**src/rtl/mcp42xxx_chain_driver.sv**
```systemverilog
// SPI mode-0 master for a daisy chain of MCP41xxx/MCP42xxx digipots.
// Each accepted request becomes one full-chain frame sent under a single CS assertion.
module mcp42xxx_chain_driver #(
    parameter int NUM_DEVICES = 1,
    parameter int CLK_DIV     = 2,
    parameter int CS_SETUP    = 2,
    parameter int CS_HOLD     = 2,
    parameter int CS_IDLE     = 2,
    localparam int DEV_W      = (NUM_DEVICES > 1) ? $clog2(NUM_DEVICES) : 1
) (
    input  logic             clk,
    input  logic             reset_n,
    input  logic             valid,
    output logic             ready,
    input  logic [1:0]       cmd,
    input  logic [1:0]       wiper_mask,
    input  logic [DEV_W-1:0] dev_idx,
    input  logic [7:0]       val,
    output logic             done,
    output logic             cs,
    output logic             sck,
    output logic             mosi
);

    function automatic int max2(input int a, input int b);
        return (a > b) ? a : b;
    endfunction

    localparam int BITS    = 16 * NUM_DEVICES;
    localparam int BIT_W   = $clog2(BITS + 1);
    localparam int CNT_MAX = max2(max2(CLK_DIV, CS_SETUP), max2(CS_HOLD, CS_IDLE));
    localparam int CNT_W   = (CNT_MAX > 1) ? $clog2(CNT_MAX) : 1;

    localparam logic [CNT_W-1:0] DIV_LD   = CNT_W'(CLK_DIV - 1);
    localparam logic [CNT_W-1:0] SETUP_LD = CNT_W'(CS_SETUP - 1);
    localparam logic [CNT_W-1:0] HOLD_LD  = CNT_W'(CS_HOLD - 1);
    localparam logic [CNT_W-1:0] IDLE_LD  = CNT_W'(CS_IDLE - 1);
    localparam logic [BIT_W-1:0] BITS_LD  = BIT_W'(BITS - 1);

    typedef enum logic [2:0] {StIdle, StSetup, StShift, StHold, StGap} state_e;

    state_e            state_q, state_d;
    logic [CNT_W-1:0]  cnt_q, cnt_d;
    logic [BIT_W-1:0]  bits_q, bits_d;
    logic [BITS-1:0]   shreg_q, shreg_d;
    logic              ready_q, ready_d;
    logic              done_q, done_d;
    logic              cs_q, cs_d;
    logic              sck_q, sck_d;
    logic              mosi_q, mosi_d;
    logic [BITS-1:0]   frame;

    always_comb begin
        state_d = state_q;
        cnt_d   = cnt_q;
        bits_d  = bits_q;
        shreg_d = shreg_q;
        ready_d = ready_q;
        done_d  = 1'b0;
        cs_d    = cs_q;
        sck_d   = sck_q;
        mosi_d  = mosi_q;

        // Device 0 sits nearest MOSI, so its word occupies the LSBs and is shifted out last.
        frame = '0;
        for (int d = 0; d < NUM_DEVICES; d++) begin
            if (dev_idx == DEV_W'(d)) begin
                frame[16*d +: 16] = {2'b00, cmd, 2'b00, wiper_mask, val};
            end
        end

        case (state_q)
            StIdle: begin
                if (ready_q && valid) begin
                    state_d = StSetup;
                    ready_d = 1'b0;
                    cs_d    = 1'b0;
                    sck_d   = 1'b0;
                    mosi_d  = frame[BITS-1];
                    shreg_d = {frame[BITS-2:0], 1'b0};
                    bits_d  = BITS_LD;
                    cnt_d   = SETUP_LD;
                end else begin
                    ready_d = 1'b1;
                end
            end
            StSetup: begin
                if (cnt_q == '0) begin
                    state_d = StShift;
                    sck_d   = 1'b1;
                    cnt_d   = DIV_LD;
                end else begin
                    cnt_d = cnt_q - 1'b1;
                end
            end
            StShift: begin
                if (cnt_q != '0) begin
                    cnt_d = cnt_q - 1'b1;
                end else if (!sck_q) begin
                    sck_d = 1'b1;
                    cnt_d = DIV_LD;
                end else if (bits_q == '0) begin
                    // Last bit: no low phase, falling edge goes straight into HOLD.
                    state_d = StHold;
                    sck_d   = 1'b0;
                    cnt_d   = HOLD_LD;
                end else begin
                    sck_d   = 1'b0;
                    mosi_d  = shreg_q[BITS-1];
                    shreg_d = {shreg_q[BITS-2:0], 1'b0};
                    bits_d  = bits_q - 1'b1;
                    cnt_d   = DIV_LD;
                end
            end
            StHold: begin
                if (cnt_q == '0) begin
                    state_d = StGap;
                    cs_d    = 1'b1;
                    mosi_d  = 1'b0;
                    done_d  = 1'b1;
                    cnt_d   = IDLE_LD;
                end else begin
                    cnt_d = cnt_q - 1'b1;
                end
            end
            StGap: begin
                if (cnt_q == '0) begin
                    state_d = StIdle;
                    ready_d = 1'b1;
                end else begin
                    cnt_d = cnt_q - 1'b1;
                end
            end
            default: state_d = StIdle;
        endcase
    end

    always_ff @(posedge clk) begin
        if (!reset_n) begin
            state_q <= StIdle;
            cnt_q   <= '0;
            bits_q  <= '0;
            shreg_q <= '0;
            ready_q <= 1'b0;
            done_q  <= 1'b0;
            cs_q    <= 1'b1;
            sck_q   <= 1'b0;
            mosi_q  <= 1'b0;
        end else begin
            state_q <= state_d;
            cnt_q   <= cnt_d;
            bits_q  <= bits_d;
            shreg_q <= shreg_d;
            ready_q <= ready_d;
            done_q  <= done_d;
            cs_q    <= cs_d;
            sck_q   <= sck_d;
            mosi_q  <= mosi_d;
        end
    end

    assign ready = ready_q;
    assign done  = done_q;
    assign cs    = cs_q;
    assign sck   = sck_q;
    assign mosi  = mosi_q;

endmodule

```
**config.mk**
```make
export PLATFORM = sky130hd
export DESIGN_NAME = mcp42xxx_chain_driver
export DESIGN_NICKNAME = d
export VERILOG_FILES = /design/src/rtl/mcp42xxx_chain_driver.sv
export SDC_FILE = /design/constraint.sdc
export NUM_CORES = 1
export LEC_CHECK = 0
export BUFFER_PORTS_ARGS = -buffer_cell sky130_fd_sc_hd__buf_2
export CAP_MARGIN = 10
export CORE_ASPECT_RATIO = 0.6
export CORE_MARGIN = 4
export CORE_UTILIZATION = 55
export DETAILED_ROUTE_END_ITERATION = 8
export PLACE_DENSITY = 0.79
export SYNTH_ARGS = -nofsm -noshare
export SYNTH_HDL_FRONTEND = slang
export SYNTH_SLANG_ARGS = --single-unit
```
**constraint.sdc**
```tcl
create_clock -name clk -period 3.9 [get_ports clk]
set_input_delay 0.585 -clock clk [delete_from_list [all_inputs] [get_ports clk]]
set_output_delay 0.585 -clock clk [all_outputs]
set_load 0.05 [all_outputs]
```
# Word level (Yosys, flattened, before mapping)
# Index checks and enable logic that the tools add are counted.
[op_classes]
mux = 38
eq_ne = 12
reduce_logical = 18
addsub = 2
[ops]
columns = ["cell", "n"]
rows = [
  ["2-to-1 mux 16 bit", 4],
  ["one-hot mux 16 bit (2 select lines)", 1],
  ["2-to-1 mux 3 bit", 7],
  ["2-to-1 mux 5 bit", 4],
  ["inequality test 2 bit (second input constant)", 8],
  ["one-hot mux 3 bit (5 select lines)", 1],
  ["2-to-1 mux 1 bit", 14],
  ["2-to-1 mux 14 bit", 1],
  ["one-hot mux 5 bit (2 select lines)", 1],
  ["one-hot mux 1 bit (3 select lines)", 3],
  ["nonzero test 3 bit", 3],
  ["AND reduction 7 bit", 1],
  ["equality test 3 x 2 -> 1 bit (second input constant)", 2],
  ["AND reduction 2 bit", 3],
  ["AND reduction 6 bit", 1],
  ["nonzero test 2 bit", 3],
  ["zero test 5 bit", 1],
  ["AND reduction 5 bit", 1],
  ["subtractor 5 x 1 -> 5 bit (second input constant)", 1],
  ["one-hot mux 1 bit (2 select lines)", 2],
  ["AND reduction 4 bit", 1],
  ["equality test 3 x 1 -> 1 bit (second input constant)", 1],
  ["equality test 3 bit (second input constant)", 1],
  ["zero test 3 bit", 1],
  ["4 further kinds", 4],
]
[totals]
output_inout_bits = 5
wordCells = 79
ff_bits = 30

# Longest topological paths before layout
# Gate-level depths: netlist of the first run.
[logic_depth]
depth_word = 5
ltp_mapped = 8

# Worst setup path before layout of the first run
# Ideal clock, no wire load.
[synth_path]
kind = "reg2reg"
startpoint = "register ready_q (netlist: ready)"
endpoint = "register mosi_q (netlist: mosi)"
arrival_time_ns = 1.827
setup_slack_ns = 1.998
required_time_ns = 3.824
path_stages_with_launch = 5
n_path_buf = 0
period_less_slack_ns = 1.902
cell_sequence = "dfxtp_1 > nand2_1 > o32a_1 > or4_1 > o22ai_1"
[synth_via]
elab_chain_len = 3
[synth_lines]
columns = ["element", "line", "text"]
rows = [
  ["from (decl)", "46", "logic ready_q, ready_d;"],
  ["from (signal assigned)", "154", "ready_q <= ready_d;"],
  ["logical AND 1 bit", "74", "if (ready_q && valid) begin"],
  ["inequality test 2 bit (no line)", "n/a", ""],
  ["AND reduction 6 bit (no line)", "n/a", ""],
  ["to (signal assigned)", "158", "mosi_q <= mosi_d;"],
  ["to (decl)", "50", "logic mosi_q, mosi_d;"],
]
# No other way between the ends.
# A chain may end at the register's enable or synchronous reset.

# Final worst setup path of the first run
[layout_path]
startpoint = "register bits_q[0]"
endpoint = "register shreg_q[12]"
[layout_via]
elab_chain_len = 3
[layout_lines]
columns = ["element", "line", "text"]
rows = [
  ["from (decl)", "44", "logic [BIT_W-1:0] bits_q, bits_d;"],
  ["from (signal assigned)", "152", "bits_q <= bits_d;"],
  ["zero test 5 bit", "102", "end else if (bits_q == '0) begin"],
  ["inequality test 2 bit (no line)", "n/a", ""],
  ["AND reduction 5 bit (no line)", "n/a", ""],
  ["to (signal assigned)", "153", "shreg_q <= shreg_d;"],
  ["to (decl)", "45", "logic [BITS-1:0] shreg_q, shreg_d;"],
]
# No other way between the ends.

==> results of run 1 <==
[stage by stage]
stage	power (W)	setup slack [ns]	hold slack (ns)
after floorplan	0.0008655	1.998	0.4350
after global placement	0.0009257	1.896	0.4426
after detailed placement	0.0009416	1.811	0.4532
after CTS	0.001177	1.826	0.4613
after global routing	0.001268	1.582	0.4915
final	0.001174	1.802	0.4622
[state kept, by name, indices dropped and copies added, names as in the netlist]
name	flops
sck	1
done	1
cnt_q	1
state_q	3
mosi	1
ready	1
bits_q	5
shreg_q	15
cs	1
[placed cells by master, fill, tap and decap left out, drive strengths merged, types with 7 or more instances in the layout]
master / Yosys / routed
dfxtp: 29 / 29
nand2: 25 / 25
buf: 6 / 21
or3b: 11 / 11
nand4: 11 / 11
o211a: 11 / 11
a21oi: 8 / 8
clkbuf: 10 / 8
nor2: 7 / 7
[Yosys cell counts, types with 3 or more instances]
cell / instances
nor4_1: 3
a21oi_1: 8
a31oi_1: 3
o211a_1: 11
nand4_1: 11
nand2_1: 25
or3b_2: 11
nor2_1: 7
inv_1: 3
dfxtp_1: 29
buf_2: 3
a211oi_1: 4
nor3_1: 3
nand3_1: 3
clkbuf_1: 10
mux2i_1: 4
nand2b_1: 4
[routing by layer]
metal | vias up | share of wire | global-route usage
li1 | 649 | - | -
met1 | 597 | 0.47 | 0.2699
met2 | 38 | 0.43 | 0.3028
met3 | 7 | 0.075 | 0.07407
met4 | 0 | 0.017 | 0.07447
met5 | - | 0 | 0
[area by class of cell]
class | instances | share of cell area
Clock buffer | 8 | 0.04908
Inverter | 4 | 0.009202
Multi-Input combinational cell | 120 | 0.4954
Sequential cell | 29 | 0.3558
Tap cell | 32 | 0.02454
Timing Repair Buffer | 21 | 0.06595
[critical path, cell delays in order, from the launching register on]
cell and delay (ns):
dfxtp_1 0.40, inv_1 0.07, ha_1 0.24, nor4b_4 0.16, o22ai_2 0.55, and2_4 0.39, mux2i_1 0.21
[worst paths after layout]
check | start | to | slack (ns) | cells after the start
hold reg to reg | shreg_q[1]$_SDFFE_PN0P_ | shreg_q[1]$_SDFFE_PN0P_ | 0.46 | 2
hold / removal | shreg_q[1]$_SDFFE_PN0P_ | shreg_q[1]$_SDFFE_PN0P_ | 0.46 | 2
setup / recovery | bits_q[0]$_SDFFE_PN0P_ | shreg_q[12]$_SDFFE_PN0P_ | 1.80 | 6
setup reg to reg | bits_q[0]$_SDFFE_PN0P_ | shreg_q[12]$_SDFFE_PN0P_ | 1.80 | 6
[power groups by stage]
stage	Combinational (W)	Sequential, W	Clock [W]
global route	0.000530	0.000486	0.000252
finish	0.000473	0.000470	0.000231
CTS	0.000473	0.000467	0.000236
detailed placement	0.000469	0.000472	0
floorplan	0.000391	0.000474	0
global placement	0.000457	0.000469	0
[cells by family (layout without fill, tap and decap cells)]
| kind of cell | Yosys count | in the layout | share of synthesized area |
|---|---|---|---|
| simple gates | 76 | 76 | 0.3030 |
| compound gates | 38 | 38 | 0.1992 |
| flops | 29 | 29 | 0.3916 |
| buf+inv | 20 | 33 | 0.06328 |
| mux | 5 | 5 | 0.03460 |
| fa+ha+maj | 1 | 1 | 0.008437 |
==> key figures, run 1 <==
Clock network
  – CTS Buf Count: 5
  – Clk pin slew, worst setup/hold paths: roughly 0.060 ns
  – H-tree depth: 2
  – Root Driver: clkbuf_8
  – CTS tree: yes
  – Clock Latency Late Sink: about 0.28 ns
  – PostCTS Resize Cnt: 0
  – CTS Hold Bufs: 0
  – Clock sink count: 29
  – CTS Buffer Depth: 2
  – Post-CTS Setup Inserts: 0

Cells and area
  – Number of diodes: 0
  – Final Cell Area: ~0.0016 sq mm
  – Reg area: roughly 580 sq um
  – Fin util: 0.6424
  – Share of cells above drive strength 1: 0.2308
  – Final non-filler cell total: around 210
  – Nets: ~200
  – P&R area growth vs syn: 10.04%
  – # fillers: ~240
  – Area occupied by multi-input gates: roughly 800 sq um

Synthesis
  – Syn Nets: 186
  – Area of the mapped netlist: between 0.001 and 0.0015 sq mm
  – Ys flop type: dfxtp_1
  – Synth warn: 0
  – Async S/R FF share, synth: 0
  – Post-synthesis instance total: between 150 and 200
  – Flops & latches, synth: 29
  – Post-synthesis cell type with the largest combined area: dfxtp_1
  – Seq/Total Area, Yosys: 0.3916
  – Post-synth top area share: 0.3916
  – Average size of a mapped cell: around 8.8 sq um
  – Post-synth EDFFs: 0
  – Post-synth cell types: 39
  – Top cells by area, synth: dfxtp_1 (39%), o211a_1 (7.4%), or3b_2 (6.5%), nand2_1 (6.3%), nand4_1 (4.6%)

Routing
  – WL final: about 3100 um
  – Final antenna-violating net count: 0
  – 1st-pass router iterations: 4
  – Via count: about 1,300
  – Drt drc: 0
  – Routed WL per cell: around 15 um
  – Initial DRC count: between 100 and 150
  – Drt via density: about 6

STA
  – Tcrit/Tclk final: 0.5378
  – Clock Skews: 0.007329 ns
  – Final setup viols: 0
  – RSZ-0062 raised after global routing: false
  – Pins over their slew limit: 0
  – Worst slew margin: 0.3053
  – Slew @ Worst Pin: just over 1 ns
  – Final Critical Period: about 2.1 ns
  – Hold Violations, Final: 0
  – Setup total negative slack: 0 ns
  – Fmax: 476.7 MHz

Pwr
  – Switch share: 0.4069
  – Share of power burned in registers: 0.400
  – P_leak: 0.6896 nW
  – Clock share of power: 0.197
  – Peak supply drop: roughly 0.00032 V
  – Pint: 0.0006963 W
  – NetSw: 0.0004778 W
  – Power per cell area: approximately 720 mW/mm^2
  – Comb pwr share: 0.403

GRT
  – Remaining global-route overflow: 0
  – Largest net degree at the start of global routing: 31
  – Initial antenna violation count: 0
  – Tot GR Track Use: 0.2021
  – Number of global-route vias before repair: about 1,200
  – First-pass GRT wire length: around 5400 um

Setup path
  – Critical Path Fanout Max: 16
  – Setup crit end kind: flop
  – CP required: just over 4 ns
  – Startpoint Class: flop
  – Arrival time at the worst endpoint: 2.30 ns
  – Setup CP Type: flop to flop

Floorplan
  – # rows: 14
  – Die X-Extent: ~75 um
  – Die Area: roughly 0.0036 sq mm
  – Die height: 48.22 um
  – # IOs: 21
  – Initial Util: 0.5837
  – Core Box Area: 0.002540 sq mm

Placement
  – DP HPWL: 2165 um
  – Count of buffers from port buffering: 20
  – DP Cell Count: ~210
  – Cell Area, Placed: between 0.0015 and 0.002 sq mm
  – RD Place Congestion: about 0.82

Min path
  – HP Class: flop to flop

Outcome
  – Status: finished clean

Flow run
  – Max Cap Violations: 0
No activity file was read; power rests on OpenSTA's default activity.
==> run 2, diff against run 1 <==
--- a/config.mk
+++ b/config.mk
@@ -9,9 +9,9 @@
 export CAP_MARGIN = 10
 export CORE_ASPECT_RATIO = 0.6
 export CORE_MARGIN = 4
-export CORE_UTILIZATION = 55
+export CORE_UTILIZATION = 50
 export DETAILED_ROUTE_END_ITERATION = 8
-export PLACE_DENSITY = 0.79
+export PLACE_DENSITY = 0.76
 export SYNTH_ARGS = -nofsm -noshare
 export SYNTH_HDL_FRONTEND = slang
 export SYNTH_SLANG_ARGS = --single-unit
==> constraint.sdc (replaced) <==
create_clock -name clk -period 1.91 [get_ports clk]
set_input_delay 0.2865 -clock clk [delete_from_list [all_inputs] [get_ports clk]]
set_output_delay 0.2865 -clock clk [all_outputs]
set_load 0.05 [all_outputs]
==> run 2 against run 1 <==
Maximum frequency up 25%; routed wire length up 10%; sequential share of layout area down 1.9 points; sequential cell count unchanged; clock skew down 0.0027 ns; via count up 4.6%; die area up 8.6%; critical path type unchanged; critical endpoint is now shreg_q[6]$_SDFFE_PN0P_; largest power group unchanged.
==> key figures, run 2 (synthesized netlist as in run 1, its figures left out) <==
Routing
  – Drt via density: 5.844 (-3.1%)
  – Uppermost layer routed: met4
  – 1st-pass router iterations: 4 (unchanged)
  – Final antenna-violating net count: 0 (unchanged)
  – Via count: 1,350 (+4.6%)
  – Met3 wire len: 193 um (-19%)
  – Initial DRC count: 83 (-27%)
  – Drt drc: 0 (unchanged)
  – M1 WL: 1627 um (+9.3%)
  – Met2 routed WL: 1611 um (+18%)
  – Routed WL per cell: 15.02 um (+2.2%)
  – WL final: 3469 um (+10%)

Setup path
  – Setup CP Type: flop to flop
  – Origin of the critical flop-to-flop path: state_q[0]$_SDFFE_PN0P_
  – CP max stage delay: 0.58 ns (+0.03 ns)
  – Setup crit end kind: flop
  – R2R cell count: 5 (-1)
  – Arrival time at the worst endpoint: 1.91 ns (-0.39 ns)
  – Crit path buf inv count: 1 (unchanged)
  – Cell chain of the critical path: nor3b_2 -> buf_4 -> or3b_2 -> nand4_1 -> o211a_1
  – R2r endpoint: shreg_q[6]$_SDFFE_PN0P_
  – Startpoint Class: flop
  – CP max stage cell: dfxtp_1
  – R2r setup slk: 0.23 ns (-1.57 ns)
  – Family with the most delay on the worst path: simple AND/OR/NAND/NOR gates
  – Critical Path Fanout Max: 14 (-2)
  – CP required: 2.14 ns (-1.96 ns)

Floorplan
  – Die height: 50.18 um (+4.1%)
  – # rows: 14 (unchanged)
  – Die Area: 0.003929 sq mm (+8.6%)
  – # IOs: 21 (unchanged)
  – Core Box Area: 0.002663 sq mm (+4.8%)
  – Initial Util: 0.5569 (-0.02688)
  – Die X-Extent: 78.30 um (+4.4%)

Cells and area
  – Biggest register: shreg_q
  – Commonest non-fill, non-tap cell in the layout: dfxtp_1
  – Commonest cells after routing, fill and taps aside: dfxtp_1 (29), nand2_1 (25), buf_2 (20)
  – Number of diodes: 0 (unchanged)
  – Max FFs per register: 15 (unchanged)
  – # fillers: 237 (unchanged)
  – Nets: 208 (+5.1%)
  – P&R area growth vs syn: 16.20%
  – Largest regs: shreg_q (15), bits_q (5), state_q (3)
  – Final non-filler cell total: 231 (+7.9%)
  – Share of cells above drive strength 1: 0.2775 (+0.04672)

Clock network
  – CTS tree: yes
  – Post-CTS Setup Inserts: 0 (unchanged)
  – CTS Buf Count: 5 (unchanged)
  – Clock sink count: 29 (unchanged)
  – H-tree depth: 2 (unchanged)
  – CTS Hold Bufs: 0 (unchanged)
  – Root Driver: clkbuf_8
  – Clock Latency Late Sink: 0.28 ns (about the same)
  – Clk pin slew, worst setup/hold paths: 0.06 ns (about the same)
  – CTS Buffer Depth: 2 (unchanged)
  – PostCTS Resize Cnt: 0 (unchanged)

GRT
  – First-pass GRT wire length: 5920 um (+9.3%)
  – Initial antenna violation count: 0 (unchanged)
  – Largest net degree at the start of global routing: 25 (-19%)
  – Number of global-route vias before repair: 1,287 (+7.7%)
  – Tot GR Track Use: 0.1911 (-0.01099)
  – Remaining global-route overflow: 0 (unchanged)

Flow run
  – Max Cap Violations: 0 (unchanged)

STA
  – RSZ-0062 raised after global routing: false
  – Final Critical Period: 1.680 ns (-0.4173 ns)
  – Slew @ Worst Pin: 0.5288 ns (-0.5095 ns)
  – WHS: 0.2890 ns (-0.1732 ns)
  – Fmax: 595.1 MHz (+25%)
  – Tcrit/Tclk final: 0.8797 (+0.3419)
  – Pins over their slew limit: 0 (unchanged)
  – Worst slew margin: 0.6442 (+0.3390)
  – Final setup viols: 0 (unchanged)
  – Hold Violations, Final: 0 (unchanged)
  – Setup total negative slack: 0 ns (unchanged)
  – Worst Setup Slack, final: 0.2297 ns (-1.573 ns)
  – Clock Skews: 0.004640 ns (-0.002689 ns)

Min path
  – Terminating pin of the worst hold path: shreg_q[1]$_SDFFE_PN0P_
  – HP Class: input port to flop
  – Hold depth: 3 (+1)
  – Hold Crit Start: val[0]

Pwr
  – Peak supply drop: 0.0006455 V (+100%)
  – P_leak: 0.7434 nW (+7.8%)
  – Power per cell area: 1486 mW/mm^2 (+110%)

Placement
  – Count of buffers from port buffering: 20 (unchanged)
  – DP HPWL: 2365 um (+9.2%)
  – RD Place Congestion: 0.8126 (-0.85%)
  – Pre-CTS setup slack: 0.2398 ns (-1.571 ns)
  – DP Cell Count: 224 (+8.7%)

Outcome
  – Status: finished clean
==> run 2: cell types whose count changed in the layout (fill, tap and decap cells not counted), sizes merged <==
cell / previous run / this run
clkbuf: 8 / 7
buf: 21 / 31
==> run 2: area by class of cell <==
cell class	instances	area, sq um	area share
tap	40	50.05	0.02905
timing repair buffer	31	182.7	0.1060
sequential	29	580.6	0.3370
inverter	4	15.01	0.008715
multi-input combinational	120	808.3	0.4691
clock buffer	7	86.33	0.05011
==> run 2: report_power, final <==
part	leakage, nW	switching [W]	total (W)	internal, W
registers	0.237	0.000186	0.000953	0.000767
logic	0.462	0.000617	0.00111	0.000490
clock network	0.0443	0.000216	0.000501	0.000285
==> run 2: stage by stage <==
step                      area [sq um]  utilization  power [W]
after floorplan                   1483            -   0.001767
after global placement            1637       0.6147   0.001997
after detailed placement          1637       0.6147   0.002049
after CTS                         1723       0.6471   0.002567
after global routing              1723       0.6471   0.002749
final                             1723       0.6471   0.002561
==> run 2: worst max-delay path by stage <==
stage / from / to / depth (start not counted)
floorplan: ready$_SDFFE_PN0P_ / mosi$_SDFFE_PN0P_ / 4
CTS: bits_q[0]$_SDFFE_PN0P_ / shreg_q[10]$_SDFFE_PN0P_ / 6
finish: state_q[0]$_SDFFE_PN0P_ / shreg_q[6]$_SDFFE_PN0P_ / 5
global placement: bits_q[0]$_SDFFE_PN0P_ / shreg_q[5]$_SDFFE_PN0P_ / 6
detailed placement: bits_q[0]$_SDFFE_PN0P_ / shreg_q[3]$_SDFFE_PN0P_ / 6
global route: bits_q[0]$_SDFFE_PN0P_ / shreg_q[8]$_SDFFE_PN0P_ / 6
==> run 2: worst register-to-register path, stage by stage, from the launching register on <==
cell	delay [ns]
dfxtp_1	0.58
nor3b_2	0.12
buf_4	0.20
or3b_2	0.46
nand4_1	0.13
o211a_1	0.15
==> run 2: per-layer routing <==
| layer | up-vias | track usage |
|---|---|---|
| met3 | 6 | 0.07500 |
| li1 | 671 | - |
| met4 | 0 | 0.07267 |
| met5 | - | 0 |
| met2 | 29 | 0.3040 |
| met1 | 644 | 0.2366 |
==> run 3, diff against run 2 <==
--- a/config.mk
+++ b/config.mk
@@ -5,11 +5,12 @@
 export SDC_FILE = /design/constraint.sdc
 export NUM_CORES = 1
 export LEC_CHECK = 0
+export ABC_AREA = 1
 export BUFFER_PORTS_ARGS = -buffer_cell sky130_fd_sc_hd__buf_2
 export CAP_MARGIN = 10
 export CORE_ASPECT_RATIO = 0.6
 export CORE_MARGIN = 4
-export CORE_UTILIZATION = 50
+export CORE_UTILIZATION = 51
 export DETAILED_ROUTE_END_ITERATION = 8
 export PLACE_DENSITY = 0.76
 export SYNTH_ARGS = -nofsm -noshare
==> run 3 against run 2 <==
Register-to-register slack better by 0.03 ns; clock skew is 0.0048 ns higher; combinational power is 99% higher; core utilization is 0.49 points lower; synthesized cell count is 54% higher; global-route usage is 0.94 points higher; largest cell class unchanged.
==> key figures, run 3 <==
Outcome
  – Status: finished clean

STA
  – Tcrit/Tclk final: 0.8625 (-0.01723)
  – Final setup viols: 0 (unchanged)
  – Final Critical Period: 1.647 ns (-0.03291 ns)
  – Fmax: 607.0 MHz (+2.0%)
  – Worst slew margin: 0.6607 (+0.01643)
  – RSZ-0062 raised after global routing: false
  – Pins over their slew limit: 0 (unchanged)
  – Setup total negative slack: 0 ns (unchanged)
  – Clock Skews: 0.009420 ns (+0.004781 ns)
  – Hold Violations, Final: 0 (unchanged)
  – WHS: 0.3618 ns (+0.07280 ns)
  – Slew @ Worst Pin: 0.5090 ns (-0.01976 ns)

Synthesis
  – Async S/R FF share, synth: 0 (unchanged)
  – Top cells by area, synth: dfxtp_1 (34%), nand2_1 (16%), nor2_1 (10%), nand3_1 (7.7%), a21oi_1 (6.5%)
  – Ys flop type: dfxtp_1
  – Syn Nets: 277 (+49%)
  – Complex-gate fraction of the synthesized area: 0.09426 (-0.1049)
  – Synth warn: 0 (unchanged)
  – Area of the mapped netlist: 0.001699 sq mm (+15%)
  – Post-synthesis cell type with the largest combined area: dfxtp_1
  – Post-synthesis simple-gate area fraction: 0.4573 (+0.1543)
  – Post-synth cell types: 24 (-38%)
  – Commonest cells post-synth: nand2_1 (73), nor2_1 (46), dfxtp_1 (29)
  – Flops & latches, synth: 29 (unchanged)
  – Average size of a mapped cell: 6.535 sq um (-26%)
  – XOR/XNOR share of the synthesized area: 0 (unchanged)
  – Adder-cell area share of the yosys netlist: 0.007364 (-0.001075)
  – Largest family of logic cells by synthesized area: simple AND/OR/NAND/NOR gates
  – Post-synthesis instance total: 260 (+54%)
  – Count leader, synth: nand2_1
  – Post-synth top area share: 0.3417 (-0.04988)
  – Mux cell area share after synthesis: 0 (-0.03460)
  – Post-synth EDFFs: 0 (unchanged)
  – Seq/Total Area, Yosys: 0.3417 (-0.04988)

GRT
  – Initial antenna violation count: 0 (unchanged)
  – Tot GR Track Use: 0.2005 (+0.009430)
  – Number of global-route vias before repair: 1,450 (+13%)
  – Remaining global-route overflow: 0 (unchanged)
  – Largest net degree at the start of global routing: 29 (+16%)
  – First-pass GRT wire length: 6582 um (+11%)

Routing
  – Final antenna-violating net count: 0 (unchanged)
  – WL final: 3799 um (+9.5%)
  – Routed WL per cell: 11.80 um (-21%)
  – Drt drc: 0 (unchanged)
  – Via count: 1,702 (+26%)
  – 1st-pass router iterations: 4 (unchanged)
  – Drt via density: 5.286 (-9.6%)
  – Initial DRC count: 101 (+22%)

Flow run
  – Max Cap Violations: 0 (unchanged)

Cells and area
  – Biggest register: shreg_q
  – Number of diodes: 0 (unchanged)
  – Commonest non-fill, non-tap cell in the layout: nand2_1
  – Final non-filler cell total: 322 (+39%)
  – Final Cell Area: 0.001941 sq mm (+13%)
  – Max FFs per register: 15 (unchanged)
  – Commonest cells after routing, fill and taps aside: nand2_1 (73), nor2_1 (46), dfxtp_1 (29), nand3_1 (26), a21oi_1 (22)
  – Largest regs: shreg_q (15), bits_q (5), state_q (3)
  – Fin util: 0.6422 (-0.004850)
  – P&R area growth vs syn: 14.21%
  – Nets: 296 (+42%)
  – Share of cells above drive strength 1: 0.1607 (-0.1168)

Setup path
  – Startpoint Class: flop
  – CP max stage cell: dfxtp_1
  – Critical Path Fanout Max: 25 (+11)
  – Setup crit end kind: flop
  – CP required: 2.10 ns (-0.04 ns)
  – Family with the most delay on the worst path: simple AND/OR/NAND/NOR gates
  – Arrival time at the worst endpoint: 1.84 ns (-0.07 ns)
  – Cell chain of the critical path: inv_2 -> nand4_1 -> nand2_2 -> nor2_8 -> buf_12 -> nand3b_1 -> nand2_1 -> nor2_1
  – Setup CP Type: flop to flop
  – CP max stage delay: 0.51 ns (-0.07 ns)
  – Crit path buf inv count: 2 (+1)

Floorplan
  – Die X-Extent: 82.52 um (+5.4%)
  – Die Area: 0.004349 sq mm (+11%)
  – # rows: 15 (+1)
  – # IOs: 21 (unchanged)
  – Die height: 52.71 um (+5.0%)
  – Initial Util: 0.5623 (+0.005458)
  – Core Box Area: 0.003022 sq mm (+13%)

Clock network
  – H-tree depth: 2 (unchanged)
  – CTS Buffer Depth: 2 (unchanged)
  – Post-CTS Setup Inserts: 0 (unchanged)
  – Clock Latency Late Sink: 0.29 ns (about the same)
  – Clk pin slew, worst setup/hold paths: 0.07 ns (about the same)
  – Root Driver: clkbuf_8
  – PostCTS Resize Cnt: 0 (unchanged)
  – CTS Buf Count: 5 (unchanged)
  – CTS tree: yes
  – CTS Hold Bufs: 0 (unchanged)
  – Clock sink count: 29 (unchanged)

Placement
  – Cell Area, Placed: 0.001821 sq mm (+11%)
  – DP HPWL: 2655 um (+12%)
  – RD Place Congestion: 0.8374 (+3.1%)
  – Count of buffers from port buffering: 20 (unchanged)
  – DP Cell Count: 314 (+40%)

Pwr
  – Power per cell area: 2046 mW/mm^2 (+38%)
  – P_leak: 0.9453 nW (+27%)
  – Peak supply drop: 0.0008704 V (+35%)

Min path
  – HP Class: input port to flop
run 3: cell types whose count changed after synthesis, sizes merged, moves of 8 or more:
cell / change
nand2: +51
nor2: +43
nand3: +24
a21oi: +15
inv: +15
o211a: -11
or3b: -11
nand3b: +10
clkbuf: -8
run 3: kinds of logic after synthesis:
group,after synthesis
AND/OR/NAND/NOR,169
flip-flops,29
buffers and inverters,32
adder cells (fa/ha/maj),1
AO/OA/AOI/OAI,29
run 3: worst min-delay path, stage by stage:
cell and delay [ns]:
buf_2 0.09, nand3_1 0.07, nand3_1 0.07, nand2_1 0.06
nor2_1 0.03
run 3: worst paths after layout:
path | depth (start not counted) | end | startpoint | slack, ns
worst max-delay path | 8 | shreg_q[10]$_SDFFE_PN0P_ | state_q[0]$_SDFFE_PN0P_ | 0.26
worst min-delay path | 5 | shreg_q[1]$_SDFFE_PN0P_ | val[0] | 0.36
worst min register to register | 2 | cs$_SDFFE_PN1P_ | cs$_SDFFE_PN1P_ | 0.48
worst max register to register | 8 | shreg_q[10]$_SDFFE_PN0P_ | state_q[0]$_SDFFE_PN0P_ | 0.26
run 3: per-layer routing:
metal / part of all wire / wire length [um] / vias up / track usage
met5: 0 / 0 / - / 0
met4: 0.015 / 57 / 0 / 0.08967
met3: 0.079 / 301 / 6 / 0.04811
met2: 0.40 / 1524 / 61 / 0.2832
met1: 0.50 / 1915 / 765 / 0.2842
li1: - / - / 870 / -
run 3: final cells by class:
type	count	area (sq um)
Sequential cell	29	580.6
Timing Repair Buffer	26	170.2
Multi-Input combinational cell	199	949.7
Clock inverter	2	37.54
Clock buffer	6	82.58
Fill cell	275	1081
Inverter	18	67.56
Tap cell	42	52.55
run 3: metrics by stage:
stage          worst slack [ns]  total power, W
4_1_cts                  0.2679        0.003976
6_report                 0.2626        0.003971
2_1_floorplan            0.3566        0.002913
3_3_place_gp             0.3085        0.003250
5_1_grt                  0.1418        0.004337
3_5_place_dp             0.3039        0.003287
run 3: report_power, final:
part / internal (W) / switching (W)
combinational: 0.000816 / 0.00139
clock: 0.000424 / 0.000253
sequential: 0.000885 / 0.000203
total: 0.00212 / 0.00185
